File: config.mk
export PLATFORM = sky130hd
export DESIGN_NAME = dice_roll_ctrl
export DESIGN_NICKNAME = d
export VERILOG_FILES = /design/src/rtl/dice_pkg.sv /design/src/rtl/btn_debounce.sv /design/src/rtl/dice_roll_ctrl.sv
export SDC_FILE = /design/constraint.sdc
export NUM_CORES = 1
export LEC_CHECK = 0
export CAP_MARGIN = 30
export CORE_ASPECT_RATIO = 1.75
export CORE_MARGIN = 2
export CORE_UTILIZATION = 65
export DETAILED_ROUTE_END_ITERATION = 10
export DONT_BUFFER_PORTS = 1
export GPL_TIMING_DRIVEN = 0
export PLACE_DENSITY = 0.81
export SLEW_MARGIN = 20
export SYNTH_ARGS = -nofsm -noshare
export SYNTH_HDL_FRONTEND = slang
export SYNTH_SLANG_ARGS = --single-unit
File: constraint.sdc
create_clock -name clk -period 5.9 [get_ports clk]
set_input_delay 1.77 -clock clk [delete_from_list [all_inputs] [get_ports clk]]
set_output_delay 1.77 -clock clk [all_outputs]
set_load 0.005 [all_outputs]
File: src/rtl/dice_pkg.sv
// Shared types and constants for the dice demo controller and its button front end.
package dice_pkg;

  localparam int DICE_W     = 3;
  localparam int ROLL_CNT_W = 8;

  localparam logic [DICE_W-1:0] DICE_BLANK = 3'd0;

  typedef enum logic [1:0] {
    IDLE,
    SPIN,
    SETTLE,
    SHOW
  } state_t;

endpackage

File: src/rtl/btn_debounce.sv
// Push-button front end: two-flop synchronizer, counter debouncer and a
// single-cycle pulse on the debounced rising edge.
module btn_debounce #(
  parameter int DEBOUNCE_CYCLES = 1250000
) (
  input  logic clk,
  input  logic rst,
  input  logic btn_raw,
  output logic level,
  output logic press
);

  localparam int CNT_W = $clog2(DEBOUNCE_CYCLES + 1);

  logic             sync_p0;
  logic             sync_p1;
  logic [CNT_W-1:0] cnt;

  always_ff @(posedge clk) begin
    if (rst) begin
      sync_p0 <= 1'b0;
      sync_p1 <= 1'b0;
      cnt     <= '0;
      level   <= 1'b0;
      press   <= 1'b0;
    end else begin
      sync_p0 <= btn_raw;
      sync_p1 <= sync_p0;
      press   <= 1'b0;
      // Any sample that agrees with the accepted level restarts the count.
      if (sync_p1 != level) begin
        if (cnt == CNT_W'(DEBOUNCE_CYCLES - 1)) begin
          level <= sync_p1;
          cnt   <= '0;
          press <= sync_p1;
        end else begin
          cnt <= cnt + 1'b1;
        end
      end else begin
        cnt <= '0;
      end
    end
  end

endmodule

File: src/rtl/dice_roll_ctrl.sv
// Dice demo sequencer: free-runs the roller while idle, plays a decelerating
// spin of roll pulses on a button press, then latches and shows the final face.
module dice_roll_ctrl
  import dice_pkg::*;
#(
  parameter int DEBOUNCE_CYCLES = 1250000,
  parameter int SPIN_STEPS      = 12,
  parameter int BASE_INTERVAL   = 6250000,
  parameter int INTERVAL_INC    = 1250000
) (
  input  logic                  clk,
  input  logic                  rst,
  input  logic                  btn_raw,
  input  logic [DICE_W-1:0]     dice_in,
  output logic                  roll,
  output logic [DICE_W-1:0]     display,
  output logic                  busy,
  output logic                  done,
  output logic [ROLL_CNT_W-1:0] roll_count
);

  localparam int ICNT_W = $clog2(BASE_INTERVAL + SPIN_STEPS * INTERVAL_INC + 1);
  localparam int STEP_W = $clog2(SPIN_STEPS + 1);

  state_t              state;
  logic [ICNT_W-1:0]   icnt;
  logic [STEP_W-1:0]   step;
  logic [STEP_W-1:0]   step_nxt;
  logic [ICNT_W-1:0]   reload;
  logic                spin_pulse;
  logic                pulse_p1;
  logic                level;
  logic                press;
  logic                start;

  btn_debounce #(
    .DEBOUNCE_CYCLES(DEBOUNCE_CYCLES)
  ) u_btn (
    .clk    (clk),
    .rst    (rst),
    .btn_raw(btn_raw),
    .level  (level),
    .press  (press)
  );

  // press and level rise on the same edge, so this is just the press pulse.
  assign start      = press && level;
  assign spin_pulse = (state == SPIN) && (icnt == ICNT_W'(1));
  assign step_nxt   = step + 1'b1;
  assign reload     = ICNT_W'(BASE_INTERVAL + int'(step_nxt) * INTERVAL_INC);

  always_comb begin
    roll = (state == IDLE) || (state == SHOW) || spin_pulse;
  end

  always_ff @(posedge clk) begin
    if (rst) begin
      state      <= IDLE;
      icnt       <= '0;
      step       <= '0;
      pulse_p1   <= 1'b0;
      display    <= DICE_BLANK;
      busy       <= 1'b0;
      done       <= 1'b0;
      roll_count <= '0;
    end else begin
      done     <= 1'b0;
      // The roller output reflects a pulse one cycle later; capture it then.
      pulse_p1 <= spin_pulse;
      unique case (state)
        IDLE, SHOW: begin
          if (start) begin
            state <= SPIN;
            icnt  <= ICNT_W'(BASE_INTERVAL);
            step  <= '0;
            busy  <= 1'b1;
          end
        end
        SPIN: begin
          if (pulse_p1) begin
            display <= dice_in;
          end
          if (spin_pulse) begin
            step <= step_nxt;
            if (step_nxt == STEP_W'(SPIN_STEPS)) begin
              state <= SETTLE;
            end else begin
              icnt <= reload;
            end
          end else begin
            icnt <= icnt - 1'b1;
          end
        end
        SETTLE: begin
          display    <= dice_in;
          done       <= 1'b1;
          busy       <= 1'b0;
          roll_count <= roll_count + 8'd1;
          state      <= SHOW;
        end
        default: begin
          state <= IDLE;
        end
      endcase
    end
  end

endmodule

# Word-level counts from Yosys, hierarchy flattened

Cells that the tools add are included.

Bits in registers: 70

Add/sub/neg operators: 5
Multiply operators: 1
Equality and inequality tests: 12
Muxes and demuxes: 16
Bitwise gates (word level): 2
Reductions and logical operators: 17

Operator list:

| kind                                                                   | number |
|---|---|
| 25-bit two-way mux                                                     | 3 |
| 25-bit case mux with 2 select lines                                    | 1 |
| 23-bit by 25-bit adder with 25-bit output, first input constant        | 1 |
| 25-bit by 1-bit equality test with 1-bit output, second input constant | 1 |
| 25-bit by 1-bit subtractor with 25-bit output, second input constant   | 1 |
| 21-bit by 1-bit adder with 21-bit output, second input constant        | 1 |
| 21-bit equality test, second input constant                            | 1 |
| 4-bit by 17-bit multiplier with 21-bit output, second input constant   | 1 |
| 3-bit AND reduction                                                    | 3 |
| 8-bit by 1-bit adder with 8-bit output, second input constant          | 1 |
| 4-bit two-way mux                                                      | 2 |
| 4-bit case mux with 2 select lines                                     | 1 |
| 2-bit two-way mux                                                      | 3 |
| 2-bit != test, second input constant                                   | 3 |
| 2-bit case mux with 3 select lines                                     | 1 |
| 3-bit case mux with 2 select lines                                     | 1 |
| 2-bit AND reduction                                                    | 3 |
| 2-bit nonzero test                                                     | 3 |
| 3-bit OR reduction                                                     | 2 |
| 4-bit by 1-bit adder with 4-bit output, second input constant          | 1 |
| 2-bit equality test, second input constant                             | 2 |
| 4-bit equality test, second input constant                             | 1 |
| 3-bit two-way mux                                                      | 1 |
| 3-bit != test, second input constant                                   | 1 |
| other kinds (10)                                                       | 14 |

# Depth between registers and ports, before layout

Depth in word-level cells: 6
Depth in mapped cells: 15
Gate-level depth less buffers: 15

# By module

Synthesis repeated with hierarchy kept, for this count alone.

Cells, all modules: 625
Area total of the unflattened synthesis: 4,941.0 µm²

Modules (own cells, without submodules):

| module         | instances | cells each | area an instance (µm²) | sequential area each (µm²) |
|---|---|---|---|---|
| dice_roll_ctrl | 1         | 496        | 3,797.4                | 900.9 |
| btn_debounce   | 1         | 129        | 1,143.6                | 500.5 |

# Worst setup path after synthesis

Ideal clock, no wire load.

Kind: register -> register
From: register step[0]
To: register icnt[24]
Data arrival time: 4.555 ns
Required time: 5.785 ns
Setup slack: 1.231 ns
Cell stages (with the launch flop): 14
Buffers on the path: 0
Period minus slack after synthesis: 4.669 ns
Cell sequence: dfxtp_1 > ha_1 > xor2_1 > ha_1 > fa_1 > ha_1 > xnor2_1 > or4b_2 > a22oi_1 > nand3_1 > a211oi_1 > a311oi_1 > xor2_1 > o21a_1

Word-level cells in the longest chain between the ends: 6
Elaborated cells on any way between the ends: 9
Classes of those cells: add/sub: 2; mul: 1; eq/ne: 2; mux: 3; reduce/logical: 1

Ends and longest elaborated chain:

| what                                          | line                 | text |
|---|---|---|
| from (decl)                                   | dice_roll_ctrl.sv:27 | `logic [STEP_W-1:0] step;` |
| from (signal assigned)                        | dice_roll_ctrl.sv:84 | `step <= step_nxt;` |
| 4-bit by 1-bit adder with 4-bit output *      | dice_roll_ctrl.sv:49 | `assign step_nxt = step + 1'b1;` |
| 4-bit by 17-bit multiplier with 21-bit output | dice_roll_ctrl.sv:50 | `assign reload = ICNT_W'(BASE_INTERVAL + int'(step_nxt) * INTERVAL_INC);` |
| 23-bit by 25-bit adder with 25-bit output     | dice_roll_ctrl.sv:50 |  |
| 25-bit two-way mux                            | dice_roll_ctrl.sv:85 | `if (step_nxt == STEP_W'(SPIN_STEPS)) begin` |
| 25-bit two-way mux                            | dice_roll_ctrl.sv:83 | `if (spin_pulse) begin` |
| 25-bit case mux with 2 select lines           | dice_roll_ctrl.sv:70 | `unique case (state)` |
| to (signal assigned)                          | dice_roll_ctrl.sv:74 | `icnt <= ICNT_W'(BASE_INTERVAL);` |
| to (signal assigned)                          | dice_roll_ctrl.sv:88 | `icnt <= reload;` |
| to (signal assigned)                          | dice_roll_ctrl.sv:91 | `icnt <= icnt - 1'b1;` |
| to (decl)                                     | dice_roll_ctrl.sv:26 | `logic [ICNT_W-1:0] icnt;` |

Mark *: on every way between the ends. The rest lies on a longest branch, timed or not. The select of a mux whose other input is x is not followed.
A chain may end at the register's enable or synchronous reset.

# Worst setup path in the final report

Ends and elaborated chain as after synthesis.

==> results.py <==
metrics = {
    "run_status": {
        "status": "finished clean",
    },
    "timing": {
        "min_period_ps": 5420,
        "worst_pin_slew_ps": 924,
        "finalHoldViolCount": 0,
        "timing.fmax_ghz": 0.185,
        "fin_crit_sh": 0.918,
        "fin_setup_tns_ps": 0,
        "hold_ws_ps": 445,
        "clock-skew-final_ps": 5.94,
        "relSlewSlack": 0.378,
        "setup_viol": 0,
        "rsz0062_at_grt": "false",
        "drv_slew": 0,
    },
    "routing": {
        "wirelength_mm": 12.6,
        "wl_per_cell_um": 17.6,
        "vias": 4629,
        "ant_nets": 0,
        "drt_iter0_drc": 295,
        "drtPass1Iterations": 7,
        "drc": 0,
        "viasPerCell": 6.45,
    },
    "floorplanning": {
        "io_pins": 20,
        "rows": 41,
        "coreArea_um2": 7180,
        "initial_utilization": 0.670,
        "die_x_um": 69.1,
        "die_area_um2": 8140,
        "fp.dieH_um": 118,
    },
    "synth": {
        "synth_ff_type": "dfxtp_1",
        "synth_common_cells": "nor2_1 (93), dfxtp_1 (70), nand2_1 (47)",
        "synth_fp_nets": 655,
        "avgSynthCellArea_um2": 7.83,
        "synth_top_family_by_area": "simple AND/OR/NAND/NOR gates",
        "synth_compound_area_frac": 0.196,
        "netlist.area_leader.share": 0.291,
        "synthDistinctLibCells": 62,
        "async_flop_share": 0,
        "yosys.area.top_type": "dfxtp_1",
        "synth-xor-area-share": 0.0983,
        "synthMuxAreaShare": 0.0166,
        "synth-edff-count": 0,
        "synth-simple-area-share": 0.270,
        "yosysWarnings": 0,
        "yosysSeqAreaShare": 0.291,
        "synthCells": 615,
        "syn_area_um2": 4810,
        "synth.most_common_cell": "nor2_1",
        "synth_area_leaders": "dfxtp_1 (29%), ha_1 (8.3%), nor2_1 (7.3%), xnor2_1 (4.9%), xor2_1 (4.9%)",
        "post_synth_fa_ha_maj_area_fraction": 0.0915,
        "synth-seq-cells": 70,
    },
    "place": {
        "place.gp.congestion": 0.952,
        "post-place-cells": 701,
        "hpwl_mm": 9.56,
        "port_buffers": 0,
    },
    "clock_tree": {
        "tritoncts": "built",
        "cts_root_buf": "clkbuf_16",
        "cts_hold_buffers": 0,
        "post_cts_buffers": 0,
        "cts_buffers": 9,
        "clk_pin_slew_ps": 60,
        "cts.path.max_buffers": 2,
        "cts.sinks": 70,
        "cts_resized": 0,
        "clk_latency_ps": 330,
        "htreeDepth": 3,
    },
    "global_routing": {
        "grt_pass1_wl_mm": 20.8,
        "gr-usage-met3": 0.0411,
        "grt_overflow_total": 0,
        "grt_antenna_before_repair": 0,
        "grt_max_degree": 14,
        "busiest_layer": "met2",
        "grtUsageTotal": 0.314,
        "met2_usage": 0.588,
        "grtUsageMet1": 0.305,
        "grt_pass1_vias": 4560,
    },
    "cells_and_area": {
        "n_antenna_cell": 0,
        "register_area_um2": 1400,
        "area_growth_pct": 8.53,
        "nFillCells": 595,
        "multi_input_area_um2": 3240,
        "finalNonFillerCells": 718,
        "drive_gt1_frac": 0.0665,
        "fin_nets": 668,
    },
    "setup_path": {
        "worst_ep_arrival_time_ps": 5640,
        "critPathRequiredTime_ps": 6120,
        "r2r_slack_ps": 480,
        "crit_path_end_kind": "flop",
        "crit_fanout": 10,
        "startpoint_type": "flop",
        "crit_type": "flop to flop",
    },
    "power_and_ir_drop": {
        "ir_worst_vdd_v": 0.000280,
        "leakage_nw": 2.06,
        "p_per_area_nw_per_um2": 381,
    },
    "min_path": {
        "hold_path.class": "flop to flop",
    },
    "job": {
        "cap_violations": 0,
    },
}
[state kept, by name, indices dropped and copies added, names as in the netlist, 2 cells and up]
register    count
u_btn.cnt      21
roll_count      8
step            4
icnt           25
display         3
state           2
[stage by stage]
step	worst slack, ps	util	area [µm²]	power [mW]
CTS	301	0.726	5210	1.96
floorplan	1230	-	4810	1.25
global placement	493	0.685	4920	1.39
global route	189	0.727	5220	2.09
finish	483	0.727	5220	1.99
detailed placement	347	0.685	4920	1.43
[area by class of cell]
cell class | instances | area share
plain buffers | 22 | 0.0199
clock buffers | 11 | 0.0465
clock inverters | 4 | 0.00910
inverters | 19 | 0.0137
multi-input cells | 504 | 0.620
flip-flops and latches | 70 | 0.268
well taps | 86 | 0.0206
repair buffers | 2 | 0.00240
[report_power, final]
part	leakage, nW	internal, mW	switching, mW
sequential	0.565	0.528	0.0583
clock	0.141	0.335	0.195
combinational	1.35	0.321	0.551
[layer usage]
metal	vias to the layer above	wire length, µm
met4	0	877
met5	-	0
met2	158	6820
met1	2158	4410
met3	62	505
li1	2251	-
[placed cells by master (no fill, tap or decap), types with 14 or more instances in the layout]
cell       n
inv_1     18
and3_1    14
ha_1      32
o21ai_0   35
xnor2_1   27
a21oi_1   42
nand3_1   27
dfxtp_1   70
nand2_1   47
nor2_1    93
xor2_1    27
clkbuf_1  14
[path summary, 6_finish.rpt]
kind                       from            end  depth (start not counted)
hold reg to reg   u_btn.sync_p0  u_btn.sync_p1                          1
setup / recovery        step[0]       icnt[24]                         14
setup reg to reg        step[0]       icnt[24]                         14
hold / removal    u_btn.sync_p0  u_btn.sync_p1                          1
[critical path, stage by stage (launching register included)]
cell	delay (ps)
dfxtp_1	450
inv_1	260
ha_1	630
ha_1	350
ha_1	300
ha_1	230
fa_1	410
xnor2_1	320
or4b_2	640
a22oi_1	310
nand3_1	260
a211oi_1	570
a311oi_1	200
xor2_1	200
o21a_1	180
[cell families (layout without fill, tap and decap cells)]
logic type      Yosys count  in the layout
simple gates            262            262
compound gates          146            146
flops                    70             70
xor+xnor                 54             54
buf+inv                  41             58
fa+ha+maj                34             34
mux                       8              8
Power figures use the tool's default switching activity.
